File: config.mk
export PLATFORM = sky130hd
export DESIGN_NAME = wb_uart_rx_fifo
export DESIGN_NICKNAME = d
export VERILOG_FILES = /design/src/rtl/wb_uart_rx_fifo.sv
export SDC_FILE = /design/constraint.sdc
export NUM_CORES = 1
export LEC_CHECK = 0
export CORE_ASPECT_RATIO = 0.75
export CORE_MARGIN = 5
export CORE_UTILIZATION = 51
export CTS_BUF_LIST = sky130_fd_sc_hd__clkbuf_16
export CTS_CLUSTER_DIAMETER = 150
export DETAILED_ROUTE_END_ITERATION = 10
export PLACE_DENSITY = 0.73
export RECOVER_POWER = 50
export SLEW_MARGIN = 20
export SYNTH_ARGS = -nofsm -noshare
export SYNTH_HDL_FRONTEND = slang
export SYNTH_SLANG_ARGS = --single-unit
File: constraint.sdc
create_clock -name wb_clk_i -period 2.65 [get_ports wb_clk_i]
set_input_delay 0.53 -clock wb_clk_i [delete_from_list [all_inputs] [get_ports wb_clk_i]]
set_output_delay 0.53 -clock wb_clk_i [all_outputs]
set_load 0.02 [all_outputs]
File: src/rtl/wb_uart_rx_fifo.sv
// 8N1 UART receiver feeding a DEPTH-entry byte FIFO, drained through a
// Wishbone B4 pipelined slave: reads pop one byte with status, writes flush/clear.
module wb_uart_rx_fifo #(
  parameter int TICKS_PER_BAUD = 8,
  parameter int DEPTH          = 16
) (
  input  logic        wb_clk_i,
  input  logic        wb_rst_i,
  input  logic        wb_cyc_i,
  input  logic        wb_stb_i,
  input  logic        wb_we_i,
  input  logic [31:0] wb_dat_i,
  output logic [31:0] wb_dat_o,
  output logic        wb_ack_o,
  output logic        wb_stall_o,
  input  logic        uart_rx
);

  localparam int AW = $clog2(DEPTH);
  localparam int TW = $clog2(TICKS_PER_BAUD);
  localparam logic [TW-1:0] TICK_HALF = TW'(TICKS_PER_BAUD / 2 - 1);
  localparam logic [TW-1:0] TICK_LAST = TW'(TICKS_PER_BAUD - 1);
  localparam logic [AW:0]   FULL_CNT  = (AW + 1)'(DEPTH);

  typedef enum logic [1:0] {IDLE, START, DATA, STOP} state_t;

  logic          rx_meta, rxs;
  state_t        state_reg, state_next;
  logic [TW-1:0] tick_reg, tick_next;
  logic [2:0]    bit_reg, bit_next;
  logic [7:0]    shift_reg, shift_next;
  logic          push, frame_err;

  logic [7:0]    mem [DEPTH];
  logic [AW-1:0] wr_ptr, rd_ptr;
  logic [AW:0]   count_reg;
  logic          ovr_reg, ferr_reg;

  logic req, rd, wr, pop, flush, clr, full, push_ok, ovr_set;
  logic [7:0] count8;

  wire unused_dat = ^wb_dat_i[31:2];

  assign wb_stall_o = 1'b0;

  always_ff @(posedge wb_clk_i or negedge wb_rst_i) begin
    if (!wb_rst_i) begin
      rx_meta   <= 1'b1;
      rxs       <= 1'b1;
      state_reg <= IDLE;
      tick_reg  <= '0;
      bit_reg   <= '0;
      shift_reg <= '0;
    end else begin
      rx_meta   <= uart_rx;
      rxs       <= rx_meta;
      state_reg <= state_next;
      tick_reg  <= tick_next;
      bit_reg   <= bit_next;
      shift_reg <= shift_next;
    end
  end

  always_comb begin
    state_next = state_reg;
    tick_next  = tick_reg + 1'b1;
    bit_next   = bit_reg;
    shift_next = shift_reg;
    push       = 1'b0;
    frame_err  = 1'b0;
    case (state_reg)
      IDLE: begin
        tick_next = '0;
        // Start on the cycle rxs itself goes 1 -> 0 (its next value is rx_meta).
        if (rxs && !rx_meta) state_next = START;
      end
      START: begin
        if (tick_reg == TICK_HALF) begin
          tick_next  = '0;
          bit_next   = '0;
          state_next = rxs ? IDLE : DATA;
        end
      end
      DATA: begin
        if (tick_reg == TICK_LAST) begin
          tick_next  = '0;
          shift_next = {rxs, shift_reg[7:1]};
          bit_next   = bit_reg + 1'b1;
          if (bit_reg == 3'd7) state_next = STOP;
        end
      end
      STOP: begin
        if (tick_reg == TICK_LAST) begin
          tick_next  = '0;
          push       = rxs;
          frame_err  = !rxs;
          state_next = IDLE;
        end
      end
      default: state_next = IDLE;
    endcase
  end

  assign req     = wb_cyc_i && wb_stb_i && !wb_ack_o;
  assign rd      = req && !wb_we_i;
  assign wr      = req && wb_we_i;
  assign full    = (count_reg == FULL_CNT);
  assign pop     = rd && (count_reg != '0);
  assign flush   = wr && wb_dat_i[0];
  assign clr     = wr && wb_dat_i[1];
  assign push_ok = push && !full && !flush;
  assign ovr_set = push && full;
  assign count8  = 8'(count_reg);

  always_ff @(posedge wb_clk_i) begin
    if (push_ok) mem[wr_ptr] <= shift_reg;
  end

  always_ff @(posedge wb_clk_i or negedge wb_rst_i) begin
    if (!wb_rst_i) begin
      wr_ptr    <= '0;
      rd_ptr    <= '0;
      count_reg <= '0;
      ovr_reg   <= 1'b0;
      ferr_reg  <= 1'b0;
      wb_ack_o  <= 1'b0;
      wb_dat_o  <= '0;
    end else begin
      wb_ack_o <= req;
      if (rd)
        wb_dat_o <= {8'h00, count8, 5'h00, ferr_reg, ovr_reg, pop,
                     pop ? mem[rd_ptr] : 8'h00};
      if (flush) begin
        wr_ptr    <= '0;
        rd_ptr    <= '0;
        count_reg <= '0;
      end else begin
        if (push_ok) wr_ptr <= wr_ptr + 1'b1;
        if (pop)     rd_ptr <= rd_ptr + 1'b1;
        case ({push_ok, pop})
          2'b10:   count_reg <= count_reg + 1'b1;
          2'b01:   count_reg <= count_reg - 1'b1;
          default: count_reg <= count_reg;
        endcase
      end
      // A flag event in the same cycle as a clear keeps the flag set.
      ovr_reg  <= ovr_set   || (ovr_reg  && !clr);
      ferr_reg <= frame_err || (ferr_reg && !clr);
    end
  end

endmodule

==> summary.md <==
| Metric | Value |
|---|---|
| Slowest-stage cell, CP | or4_4 |
| Hold Path Depth | 0 |
| CTS sink cnt | 178 |
| Synth Warn # | 0 |
| CP Data Required Time | 2.99 ns |
| Max_cap viols | 1 |
| Synth top area cells | edfxtp_1 (52%), dfrtp_1 (16%), mux4_2 (12%) |
| Largest net degree at the start of global routing | 40 |
| Cell taking the most area after synthesis | edfxtp_1 |
| Syn avg cell area | 16.6 um^2 |
| Full die area | 17100 um^2 |
| Leading register cell type out of synthesis | edfxtp_1 |
| Startpoint Class | flip-flop |
| Htree depth | 4 |
| Worst-path fanout max | 4 |
| Clock slew at reported path FFs | 0.06 ns |
| Skew final | 0.00683 ns |
| Initial Utilization | 0.518 |
| Chip width | 149 um |
| Max Freq | 393 MHz |
| Tot GR Track Use | 0.185 |
| Synth cell types | 45 |
| Vias in the first global route | 4162 |
| Vias/cell | 5.57 |
| Share of layout cells above drive strength 1 | 0.266 |
| Max-slew violation count | 40 |
| PD cells | 860 nW/um^2 |
| Max reg flops | 128 |
| # IOs | 72 |
| Flops & latches, synth | 178 |
| Routability Congestion | 0.820 |
| FF-to-FF End | count_reg[4] |
| Initial antenna violation count | 0 |
| Worst setup EP type | flip-flop |
| Hold Path End | rxs |
| Cell Rows | 38 |
| Iter 0 DRT Violations | 420 |
| Worst skew pair latency | 0.43 ns |
| FF-to-FF setup slack | 0.10 ns |
| Slowest Stage Delay on Critical Path | 0.57 ns |
| Post-synth EDFFs | 128 |
| R2R depth | 9 |
| Final Cycle Share | 0.961 |
| Min-delay src | rx_meta |
| TritonCTS clock tree | yes |
| Crit-path cells | or4_4, o21ai_4, nor2_4, xor2_1, ha_2, buf_4, o221a_1, or3_1, a22oi_1 |
| Final setup fails | 0 |
| # nets final | 564 |
| Post-synth top cells | edfxtp_1 (128), dfrtp_1 (48), mux4_2 (40) |
| Worst min-delay path category | flip-flop to flip-flop |
| Worst Path Class, Setup | flip-flop to flip-flop |
| Endpoints failing hold | 0 |
| Crit path DAT | 2.89 ns |
| Peak supply drop | 0.000462 V |
| Violated checks | capacitance limit, slew limit |
| Leakage | 2.95 nW |
| Mapped Cells | 449 |
| Total gr overflow | 0 |
| Slew @ Worst Pin | 2.08 ns |
| Final total power | 0.00755 W |
| Register area share after synthesis | 0.686 |
| Outcome | complete, but fails checks |
| HPWL Detailed | 9870 um |
| Critical path's top delay family | simple AND/OR/NAND/NOR gates |
| # DRC | 0 |
| Chip Height | 115 um |
| Core area | 14400 um^2 |
| Asr flop ratio synth | 0.281 |
| Unrepaired setup endpoints after global routing | false |
| Setup TNS | 0 ns |
| Mean routed wirelength per cell | 19.9 um |
| Detailed Routing Iterations Pass 1 | 5 |
| CTS buffer count | 17 |
| Clock Path Buffers | 2 |
| Yosys top cell area share | 0.517 |
| Area Overhead vs Synth | 18.1% |
| I/O Buffers | 24 |
| Relative slew slack | -0.388 |
| Min Tclk post-route | 2.55 ns |
| Antenna viol nets, final | 0 |
| Syn Std Cell Area | 7430 um^2 |
| Via count | 4044 |
| Diode count | 0 |
| Root Buffer | clkbuf_16 |
| Global-route wire length before repair | 23400 um |
| WP buf/inv | 1 |
| WL final | 14500 um |
| Core Util, Final | 0.612 |
| Reg2reg start | count_reg[1] |
| Most frequent cell after synthesis | edfxtp_1 |
## repair_timing
action / 4_1_cts / 5_1_grt
gates resized for setup: 5 / 10
endpoints found under the setup margin: 1 / 41
hold buffers: 0 / 0
pin swaps: 2 / 6
setup buffers: 1 / 3
## per-layer routing
layer	global-route usage	part of all wire	vias up
li1	-	-	1830
met1	0.267	0.44	2050
met2	0.283	0.48	141
met3	0.0427	0.068	23
met4	0.0628	0.015	0
met5	0	0	-
## how the worst max path moves through the flow
stage	start	cells after the start	slack (ns)	end
after floorplan	tick_reg[0]	6	-0.10	mem[3][0]
after global placement	wb_cyc_i	12	-0.27	count_reg[4]
after detailed placement	wb_cyc_i	12	-0.41	count_reg[4]
after CTS	tick_reg[0]	12	0.006	count_reg[4]
after global routing	tick_reg[0]	12	0.01	count_reg[4]
final	count_reg[1]	9	0.10	count_reg[4]
## stage by stage
step | instance area, um^2 | worst slack, ns | hold WS (ns) | cells
3_5_place_dp | 8110 | -0.408 | 0.357 | 690
2_1_floorplan | 7490 | -0.100 | 0.234 | 465
4_1_cts | 8730 | 0.00626 | 0.236 | 723
5_1_grt | 8780 | 0.0147 | 0.371 | 726
3_3_place_gp | 8110 | -0.266 | 0.357 | 690
6_report | 8780 | 0.103 | 0.366 | 726
## layout make-up
class / count / area [um^2]
clock buffers: 17 / 425
clock inverters: 15 / 168
fillers: 1041 / 5580
inverters: 9 / 33.8
multi-input cells: 236 / 2200
flip-flops and latches: 178 / 5100
well taps: 200 / 250
repair buffers: 71 / 609
## cell usage in the layout, fill, tap and decap left out, types with 3 or more instances in the layout
master / Yosys / layout
nor3_1: 8 / 7
mux2_2: 7 / 7
xor2_1: 7 / 7
a22o_1: 11 / 11
nand2b_1: 4 / 4
o22ai_1: 3 / 3
clkinvlp_4: 0 / 5
buf_4: 17 / 43
clkdlybuf4s50_1: 0 / 20
clkbuf_1: 18 / 3
xnor2_1: 4 / 4
a21oi_1: 14 / 14
ha_1: 13 / 10
edfxtp_1: 128 / 128
conb_1: 1 / 17
dfrtp_1: 48 / 47
clkbuf_16: 0 / 17
and2_1: 7 / 3
and2_2: 0 / 3
inv_1: 9 / 10
bufinv_16: 0 / 3
mux4_2: 40 / 40
nor4_1: 5 / 4
clkinv_2: 0 / 3
nand3_1: 5 / 5
nand4_1: 3 / 3
nand2_1: 37 / 37
o21ai_0: 5 / 5
nor2_1: 21 / 19
## kinds of logic after synthesis
family | Yosys count | share of synthesized area
fa+ha+maj | 13 | 0.0219
compound gates | 47 | 0.0451
simple gates | 99 | 0.0640
xor+xnor | 11 | 0.0130
mux | 49 | 0.135
flops | 178 | 0.686
other cells | 1 | 0.000505
buf+inv | 51 | 0.0352
## where the power goes
| part | leakage, nW | internal (W) | switching (W) | total, W |
|---|---|---|---|---|
| clock | 0.280 | 0.00147 | 0.00102 | 0.00249 |
| combinational | 1.09 | 0.000788 | 0.000861 | 0.00165 |
| sequential | 1.58 | 0.00320 | 0.000220 | 0.00342 |
| total | 2.95 | 0.00546 | 0.00210 | 0.00755 |
## worst reg2reg max path, stage by stage, from the launching register on
cell	delay, ns
dfrtp_1	0.38
or4_4	0.57
o21ai_4	0.18
nor2_4	0.05
xor2_1	0.14
ha_2	0.22
buf_4	0.14
o221a_1	0.29
or3_1	0.32
a22oi_1	0.18
Note: power is estimated with default switching activity, not from simulation.
